[config.mk]
export PLATFORM = sky130hd
export DESIGN_NAME = rr_mux_stream_flat
export DESIGN_NICKNAME = d
export VERILOG_FILES = /design/src/rtl/rr_mux_stream_pkg.sv /design/src/rtl/rr_mux_stream_if.sv /design/src/rtl/rr_mux_stream_arb.sv /design/src/rtl/rr_mux_stream.sv /design/src/flat_wrapper.sv
export SDC_FILE = /design/constraint.sdc
export NUM_CORES = 1
export LEC_CHECK = 0
export CORE_MARGIN = 2
export CORE_UTILIZATION = 48
export CTS_CLUSTER_SIZE = 20
export DETAILED_ROUTE_END_ITERATION = 7
export PLACE_DENSITY = 0.86
export SETUP_SLACK_MARGIN = 0.05
export SYNTH_ARGS = -nofsm -noshare
export SYNTH_HDL_FRONTEND = slang
export SYNTH_HIERARCHICAL = 1
export SYNTH_SLANG_ARGS = --single-unit
[constraint.sdc]
create_clock -name clk -period 9.5 [get_ports clk]
set_input_delay 2.85 -clock clk [delete_from_list [all_inputs] [get_ports clk]]
set_output_delay 2.85 -clock clk [all_outputs]
set_load 0.05 [all_outputs]
[src/rtl/rr_mux_stream_pkg.sv]
// ============================================================================
// Module : rr_mux_pkg
// Brief  : Shared constants, pick-result type and the wrap-around channel
//          search used by the rr_mux_stream arbiter.
// Rev    : 1.0  initial release
// ============================================================================
`default_nettype none

package rr_mux_pkg;

    localparam int RR_DEF_N_CH = 8;
    localparam int RR_DEF_W    = 8;
    localparam int RR_MAX_CH   = 16;
    localparam int RR_IDX_W    = 4;

    typedef struct packed {
        logic                found;
        logic [RR_IDX_W-1:0] index;
    } rr_pick_t;

    // First set bit of valid, searching ptr, ptr+1, ..., n_ch-1, 0, ..., ptr-1.
    function automatic rr_pick_t rr_pick(
        input logic [RR_MAX_CH-1:0] valid,
        input logic [RR_IDX_W-1:0]  ptr,
        input int                   n_ch
    );
        rr_pick_t r;
        int       idx;
        r = '0;
        for (int k = 0; k < RR_MAX_CH; k++) begin
            if (k < n_ch) begin
                idx = int'(ptr) + k;
                if (idx >= n_ch) begin
                    idx = idx - n_ch;
                end
                if (!r.found && valid[idx[RR_IDX_W-1:0]]) begin
                    r.found = 1'b1;
                    r.index = idx[RR_IDX_W-1:0];
                end
            end
        end
        return r;
    endfunction

endpackage

`default_nettype wire

[src/rtl/rr_mux_stream_if.sv]
// ============================================================================
// Module : rr_mux_stream_if
// Brief  : Producer-side and consumer-side handshake bundle of rr_mux_stream.
// Rev    : 1.0  initial release
// ============================================================================
`default_nettype none

interface rr_mux_stream_if import rr_mux_pkg::*; #(
    parameter int N_CH = RR_DEF_N_CH,
    parameter int W    = RR_DEF_W
);
    localparam int SEL_W = $clog2(N_CH);

    logic [N_CH*W-1:0] in_data;
    logic [N_CH-1:0]   in_valid;
    logic [N_CH-1:0]   in_ready;
    logic [W-1:0]      out_data;
    logic [SEL_W-1:0]  out_sel;
    logic              out_valid;
    logic              out_ready;

    // Environment side: drives producers and the consumer ready.
    modport master (
        output in_data, in_valid, out_ready,
        input  in_ready, out_data, out_sel, out_valid
    );

    // Multiplexer side.
    modport slave (
        input  in_data, in_valid, out_ready,
        output in_ready, out_data, out_sel, out_valid
    );

endinterface

`default_nettype wire

[src/rtl/rr_mux_stream_arb.sv]
// ============================================================================
// Module : rr_arb
// Brief  : Combinational channel arbiter: valid + ptr -> one-hot grant,
//          index, found. Fixed lowest-index priority when
//          RR_MUX_FIXED_PRIO_EN is defined, round-robin otherwise.
// Rev    : 1.0  initial release
// ============================================================================
`default_nettype none

module rr_arb import rr_mux_pkg::*; #(
    parameter int N_CH = RR_DEF_N_CH,
    localparam int SEL_W = $clog2(N_CH)
) (
    input  wire logic [N_CH-1:0]  valid,
    input  wire logic [SEL_W-1:0] ptr,
    output logic      [N_CH-1:0]  grant,
    output logic      [SEL_W-1:0] index,
    output logic                  found
);

    logic [RR_MAX_CH-1:0] w_valid_ext;
    logic [RR_IDX_W-1:0]  w_ptr_ext;
    rr_pick_t             w_pick;

`ifdef RR_MUX_FIXED_PRIO_EN
    // Searching from zero makes the lowest valid index win every time.
    wire w_unused_ptr = ^ptr;
    always_comb begin
        w_ptr_ext = '0;
    end
`else
    always_comb begin
        w_ptr_ext             = '0;
        w_ptr_ext[SEL_W-1:0]  = ptr;
    end
`endif

    always_comb begin
        w_valid_ext            = '0;
        w_valid_ext[N_CH-1:0]  = valid;
        w_pick                 = rr_pick(w_valid_ext, w_ptr_ext, N_CH);
    end

    wire w_unused_idx = ^w_pick.index;

    assign found = w_pick.found;
    assign index = w_pick.index[SEL_W-1:0];
    assign grant = w_pick.found ? (N_CH'(1) << w_pick.index) : '0;

endmodule

`default_nettype wire

[src/rtl/rr_mux_stream.sv]
// ============================================================================
// Module : rr_mux_stream
// Brief  : N-channel W-bit streaming mux with round-robin selection and a
//          registered output stage. Define RR_MUX_FIXED_PRIO_EN for fixed
//          lowest-index priority (pointer tied to zero).
// Rev    : 1.0  initial release
// ============================================================================
`default_nettype none

module rr_mux_stream import rr_mux_pkg::*; #(
    parameter int N_CH = RR_DEF_N_CH,
    parameter int W    = RR_DEF_W
) (
    input  wire logic       clk,
    input  wire logic       rst,
    rr_mux_stream_if.slave  bus
);

    localparam int               SEL_W  = $clog2(N_CH);
    localparam logic [SEL_W-1:0] c_last = SEL_W'(N_CH - 1);

    logic             w_load;
    logic             w_found;
    logic             w_take;
    logic [N_CH-1:0]  w_grant;
    logic [SEL_W-1:0] w_idx;
    logic [SEL_W-1:0] w_ptr;
    logic [W-1:0]     w_sel_data;

    logic [W-1:0]     r_out_data;
    logic [SEL_W-1:0] r_out_sel;
    logic             r_out_valid;

    // The output slot is free when empty or being drained this cycle.
    assign w_load = !r_out_valid || bus.out_ready;
    assign w_take = w_load && w_found;

    rr_arb #(.N_CH(N_CH)) u_arb (
        .valid (bus.in_valid),
        .ptr   (w_ptr),
        .grant (w_grant),
        .index (w_idx),
        .found (w_found)
    );

    assign w_sel_data   = bus.in_data[int'(w_idx)*W +: W];
    assign bus.in_ready = (w_load && !rst) ? w_grant : '0;

`ifdef RR_MUX_FIXED_PRIO_EN
    assign w_ptr = '0;
`else
    logic [SEL_W-1:0] r_ptr;

    always_ff @(posedge clk) begin
        if (rst) begin
            r_ptr <= '0;
        end else if (w_take) begin
            r_ptr <= (w_idx == c_last) ? '0 : w_idx + 1'b1;
        end
    end

    assign w_ptr = r_ptr;
`endif

    always_ff @(posedge clk) begin
        if (rst) begin
            r_out_valid <= 1'b0;
            r_out_data  <= '0;
            r_out_sel   <= '0;
        end else if (w_load) begin
            r_out_valid <= w_found;
            if (w_found) begin
                r_out_data <= w_sel_data;
                r_out_sel  <= w_idx;
            end
        end
    end

    assign bus.out_data  = r_out_data;
    assign bus.out_sel   = r_out_sel;
    assign bus.out_valid = r_out_valid;

endmodule

`default_nettype wire

[src/flat_wrapper.sv]
// flat-port wrapper written by rule: the top's interface ports become plain ports
module rr_mux_stream_flat import rr_mux_pkg::*;
#(
    parameter int N_CH = RR_DEF_N_CH,
    parameter int W    = RR_DEF_W
)
  (clk, rst, bus_in_data, bus_in_valid, bus_out_ready, bus_in_ready, bus_out_data, bus_out_sel, bus_out_valid);
  rr_mux_stream_if #(.N_CH(N_CH), .W(W)) bus_i ();
  input  wire logic clk;
  input  wire logic rst;
  input wire logic [$bits(bus_i.in_data)-1:0] bus_in_data;
  input wire logic [$bits(bus_i.in_valid)-1:0] bus_in_valid;
  input wire logic [$bits(bus_i.out_ready)-1:0] bus_out_ready;
  output wire logic [$bits(bus_i.in_ready)-1:0] bus_in_ready;
  output wire logic [$bits(bus_i.out_data)-1:0] bus_out_data;
  output wire logic [$bits(bus_i.out_sel)-1:0] bus_out_sel;
  output wire logic [$bits(bus_i.out_valid)-1:0] bus_out_valid;
  assign bus_i.in_data = bus_in_data;
  assign bus_i.in_valid = bus_in_valid;
  assign bus_i.out_ready = bus_out_ready;
  assign bus_in_ready = bus_i.in_ready;
  assign bus_out_data = bus_i.out_data;
  assign bus_out_sel = bus_i.out_sel;
  assign bus_out_valid = bus_i.out_valid;
  rr_mux_stream #(.N_CH(N_CH), .W(W)) u_core (.clk(clk), .rst(rst), .bus(bus_i));
endmodule
Yosys cells after proc, flatten, opt, wreduce, memory -nomap -nowiden
Cells that the tools add are included.
{ "totals": {"inputBits": 75, "ff_bits": 15} }
{ "classes": {"n_eq_ne": 1, "order_cmp": 16, "add_sub_neg": 16, "n_reduce_logical": 20, "shifts": 2, "mux": 35} }
{ "op_table": {"columns": ["cell", "n"], "rows": [
  ["$shiftx 64x7->8", 1],
  ["$lt 4x5->1 const B", 8],
  ["$mux 5", 8],
  ["$bmux 1 s4", 8],
  ["$mux 4", 8],
  ["$ge 4x4->1 const B", 7],
  ["$sub 4x4->4 const B", 7],
  ["$add 3x3->4 const B", 4],
  ["$mux 8", 2],
  ["$logic_and 1x1->1", 9],
  ["$logic_not 1->1", 9],
  ["$add 3x2->4 const B", 2],
  ["$mux 1", 8],
  ["$shl 1x4->8 const A", 1],
  ["$add 3x1->4 const B", 1],
  ["$ge 3x4->1 const B", 1],
  ["$sub 3x4->4 const B", 1],
  ["$add 3x1->3 const B", 1],
  ["$eq 3x3->1 const B", 1],
  ["$mux 3", 1],
  ["$reduce_and 2->1", 1],
  ["$logic_or 1x1->1", 1]
]} }

Logic depth before layout (Yosys ltp)
{ "depth": {"word_depth": 29, "depth_mapped": 18} }

Cells and area by module
The synthesis kept the hierarchy.
{ "modules_own_cells": {"columns": ["module", "cells_each", "n_inst", "area_each_um2"], "rows": [
  ["rr_mux_stream", 136, 1, 1208.7],
  ["rr_arb", 112, 1, 1108.6]
]} }

Worst setup path before layout
Ideal clock, no wire load.
{ "synth_timing": {"path_kind": "input-to-output", "from": "in bus_in_valid[7]", "to": "out bus_in_ready[0]", "n_path_buf": 1, "arrival_time_ns": 5.118, "required_time_ns": 6.650, "slack_ns": 1.532, "stages": 8, "path_cell_list": "mux4_1 mux2_2 nand3b_4 or2_4 o32a_1 buf_2 nor4b_2 and2_1"} }
{ "synth_via": {"elab_chain_cells": 27} }
{ "synth_lines": {"columns": ["element", "line_no", "source"], "rows": [
  ["start: declaration", "flat_wrapper.sv:12", "input wire logic [$bits(bus_i.in_valid)-1:0] bus_in_valid;"],
  ["$bmux 1 s4", "rr_mux_stream_pkg.sv:36", "if (!r.found && valid[idx[RR_IDX_W-1:0]]) begin"],
  ["$mux 1 (not written as such)", "rr_mux_stream_pkg.sv:36", null],
  ["$mux 5", "rr_mux_stream_pkg.sv:36", null],
  ["$logic_not 1->1", "rr_mux_stream_pkg.sv:36", null],
  ["$logic_and 1x1->1", "rr_mux_stream_pkg.sv:36", null],
  ["$mux 5", "rr_mux_stream_pkg.sv:36", null],
  ["$logic_not 1->1", "rr_mux_stream_pkg.sv:36", null],
  ["$logic_and 1x1->1", "rr_mux_stream_pkg.sv:36", null],
  ["(+13 left out)", null, null],
  ["$logic_not 1->1", "rr_mux_stream_pkg.sv:36", null],
  ["$logic_and 1x1->1", "rr_mux_stream_pkg.sv:36", null],
  ["$mux 5 *", "rr_mux_stream_pkg.sv:36", null],
  ["net u_core.w_idx[2]", "rr_mux_stream.sv:26", "logic [SEL_W-1:0] w_idx;"],
  ["$shl 1x4->8 *", "rr_mux_stream_arb.sv:48", "assign grant = w_pick.found ? (N_CH'(1) << w_pick.index) : '0;"],
  ["$mux 8 *", "rr_mux_stream_arb.sv:48", null],
  ["net u_core.w_grant[0]", "rr_mux_stream.sv:25", "logic [N_CH-1:0] w_grant;"],
  ["$mux 8 *", "rr_mux_stream.sv:47", "assign bus.in_ready = (w_load && !rst) ? w_grant : '0;"],
  ["end: declaration", "flat_wrapper.sv:14", "output wire logic [$bits(bus_i.in_ready)-1:0] bus_in_ready;"]
]} }
Mark *: on every way through the listed nets, which the timed path passes. The rest lies on a longest branch. The select of a mux whose other input is x is not followed.

Worst setup path after layout
{ "layout_timing": {"from": "in bus_in_valid[7]", "to": "out bus_in_ready[3]"} }
{ "layout_via": {"elab_chain_cells": 27} }
{ "layout_lines": {"columns": ["element", "line_no"], "rows": [
  ["$bmux 1 s4", "rr_mux_stream_pkg.sv:36"],
  ["$mux 1 (not written as such)", "rr_mux_stream_pkg.sv:36"],
  ["$mux 5", "rr_mux_stream_pkg.sv:36"],
  ["$logic_not 1->1", "rr_mux_stream_pkg.sv:36"],
  ["$logic_and 1x1->1", "rr_mux_stream_pkg.sv:36"],
  ["$mux 5", "rr_mux_stream_pkg.sv:36"],
  ["$logic_not 1->1", "rr_mux_stream_pkg.sv:36"],
  ["$logic_and 1x1->1", "rr_mux_stream_pkg.sv:36"],
  ["(+12 left out)", null],
  ["$mux 5", "rr_mux_stream_pkg.sv:36"],
  ["$logic_not 1->1", "rr_mux_stream_pkg.sv:36"],
  ["$logic_and 1x1->1", "rr_mux_stream_pkg.sv:36"],
  ["$mux 5 *", "rr_mux_stream_pkg.sv:36"],
  ["$shl 1x4->8", "rr_mux_stream_arb.sv:48"],
  ["$mux 8 *", "rr_mux_stream_arb.sv:48"],
  ["net u_core.w_grant[3]", "rr_mux_stream.sv:25"],
  ["$mux 8 *", "rr_mux_stream.sv:47"]
]} }
Marked as above.

==> results.ini <==
[outcome]
outcome = complete, no violations

[clocking]
cts.clk_slew.worst_paths_ns = 0.06
cts_buffer_depth = 2
tritoncts = yes
clock-sinks = 15
clock_latency_ns = 0.24
htree_levels = 1
numCtsBuffers = 3
clock-root-buffer = clkbuf_8
cts_hold_buf = 0

[timing]
setup_viol = 0
finalWorstSetupSlack_ns = 0.255
setup-tns-final_ns = 0
worst_slew_margin_rel_pct = 44.0
fin_crit_sh_pct = 97.3
hold_violations = 0
period_needed_ns = 9.25
clock_skew_ns = 0.00150
rsz0062_at_grt = false
final_max_slew_viol_count = 0
fmaxAchievable_ghz = 0.108
tightest_slew_ns = 0.838

[place]
place_congestion = 0.883
port_buffers = 94
placed_area_um2 = 3210
dp_hpwl_um = 5330
dp_slack_ns = 0.248

[yosys]
ys_seq_elements = 15
synthArstFlopShare_pct = 0
yosys_most_used_dff = dfxtp_1
post_synth.cell_area_avg_um2 = 9.34
synth_area_leaders = mux2i_1 (17%), mux4_2 (14%), dfxtp_1 (13%)
yosysSeqAreaShare_pct = 13.0
synth_xor_area_share_pct = 1.08
yosysWarnings = 6
synth_top_family_by_area = multiplexers
synth_nets = 328
yosys.area.top_type = mux2i_1
synth_top_area_share_pct = 16.8
synth_compound_gate_area_share_pct = 14.3
synth_common_cells = mux2i_1 (39), a21oi_1 (24), nor2_1 (18)
syn_inst = 248
synthAdderAreaFrac_pct = 2.70
synth.most_common_cell = mux2i_1
synth_edf_count = 0
synth-simple-area-share_pct = 23.5
synthMuxAreaShare_pct = 37.0
syn_area_um2 = 2320
yosysUniqueCellTypes = 51

[die]
rows = 25
die_x_um = 73.5
start_util_pct = 49.4
die_h_um = 73.5
coreArea_um2 = 4690
io_pins = 95
die_area_um2 = 5400

[grt]
antenna_found_initial = 0
grt_usage_pct = 25.8
grt_pass1_vias = 2258
grt-ovfl-total = 0
grt_pass1_wl_um = 11000
grt_max_degree = 35

[cells_and_area]
layout.nets = 412
syn2layout_area_growth_pct = 40.4
finalInstanceArea_um2 = 3250
n_fill_cell = 363
fin_util_pct = 69.3
antenna_cells = 0
drive_gt1_share_pct = 15.4

[worst_setup_path]
worstSetupPathType = in2out
arrival_ns = 6.40
cp-end-kind = primary output
crit_buf_inv = 2
critPathLaunchType = input pin
critical-path-top-delay-family = buffers and inverters
path_cells = clkdlybuf4s50_1, mux4_1, mux2i_2, nand3_1, o211ai_1, or3b_1, and2_4, nor3_1, and2_1, clkdlybuf4s50_1
cp_slowest_cell = clkdlybuf4s50_1
path_max_fanout = 9
crit_path_frequent_cell = clkdlybuf4s50_1
max_stage_delay_ns = 0.79
critPathRequiredTime_ns = 6.65

[route]
wl_per_cell_um = 17.6
num_vias = 2272
route.detailed.drc = 0
routed_wirelength_um = 6790
via_per_inst = 5.90
drt_iter0_drc = 130
drt_pass1_iterations = 4
ant_nets = 0

[power_and_ir_drop]
max-vdd-ir-drop_mv = 0.255
p_per_area_nw_per_um2 = 335
p_leak_nw = 1.28

[min_path]
hold_class = reg2reg

[job]
cap_viol_max_count = 0

[cell families after synthesis]
kind of cell,after synthesis
AO/OA/AOI/OAI,52
flip-flops,15
AND/OR/NAND/NOR,87
multiplexers,60
buffers and inverters,27
XOR/XNOR,2
adder cells (fa/ha/maj),5
[path summary, 6_finish.rpt]
path / slack [ns] / startpoint / to / depth (start not counted)
max: 0.25 / bus_in_valid[7] / bus_in_ready[3] / 10
min: 0.48 / u_core/bus.out_sel[1] / u_core/bus.out_sel[1] / 2
max reg2reg: 4.72 / u_core/r_ptr[1] / u_core/bus.out_data[5] / 13
min reg2reg: 0.48 / u_core/bus.out_sel[1] / u_core/bus.out_sel[1] / 2
[cell type report]
cell class / instances / area, um^2 / share of cell area, %
multi-input combinational: 206 / 1820 / 56.0
tap: 54 / 67.6 / 2.08
inverter: 9 / 38.8 / 1.19
clock buffer: 4 / 45.0 / 1.38
timing repair buffer: 97 / 978 / 30.1
sequential: 15 / 300 / 9.23
[cells in the final DEF (no fill, tap or decap), drive strengths merged, types with 2 or more instances in the layout]
master / netlist / routed
or3: 2 / 2
o21ai: 5 / 5
a22oi: 17 / 17
nand3: 3 / 3
clkbuf: 2 / 4
nor2b: 4 / 4
and3: 4 / 4
nand2: 17 / 17
mux2i: 41 / 41
nand2b: 7 / 7
o22ai: 3 / 3
nor3: 13 / 13
inv: 8 / 8
and2: 11 / 11
nor4b: 2 / 2
dfxtp: 15 / 15
clkdlybuf4s50: 0 / 88
mux4: 18 / 18
buf: 16 / 8
a21oi: 24 / 24
nor2: 18 / 18
ha: 5 / 5
[worst min-delay path, stage by stage (launching register included)]
cell     delay, ns
dfxtp_1       0.32
nand2_1       0.06
a21oi_1       0.06
[power by group]
group          switching [mW]  internal (mW)
logic                   0.517          0.402
registers              0.0337         0.0881
clock network          0.0194         0.0296
total                   0.570          0.519
[metal layers]
layer  wire, um  vias to the layer above  GRT usage, %
li1           -                     1099             -
met1       2730                     1093          31.8
met2       3580                       74          46.9
met3        392                        6          4.25
met4         82                        0          5.25
met5          0                        -             0
[flip-flops by register name (all words and copies together) (netlist names)]
signal,cells
u_core/r_ptr,3
u_core/bus.out_data,8
u_core/bus.out_valid,1
u_core/bus.out_sel,3
[per-stage QoR]
| stage | total power, mW | hold WS [ns] | cells |
|---|---|---|---|
| after floorplan | 0.892 | 0.466 | 248 |
| after global placement | 1.02 | 0.452 | 381 |
| after detailed placement | 1.04 | 0.460 | 381 |
| after CTS | 1.09 | 0.486 | 385 |
| after global routing | 1.17 | 0.514 | 385 |
| final | 1.09 | 0.484 | 385 |
[repair_timing]
action,4_1_cts,5_1_grt
setup buffers,0,0
resized for setup,0,1
setup endpoints to repair,0,1
Power figures use the tool's default switching activity.
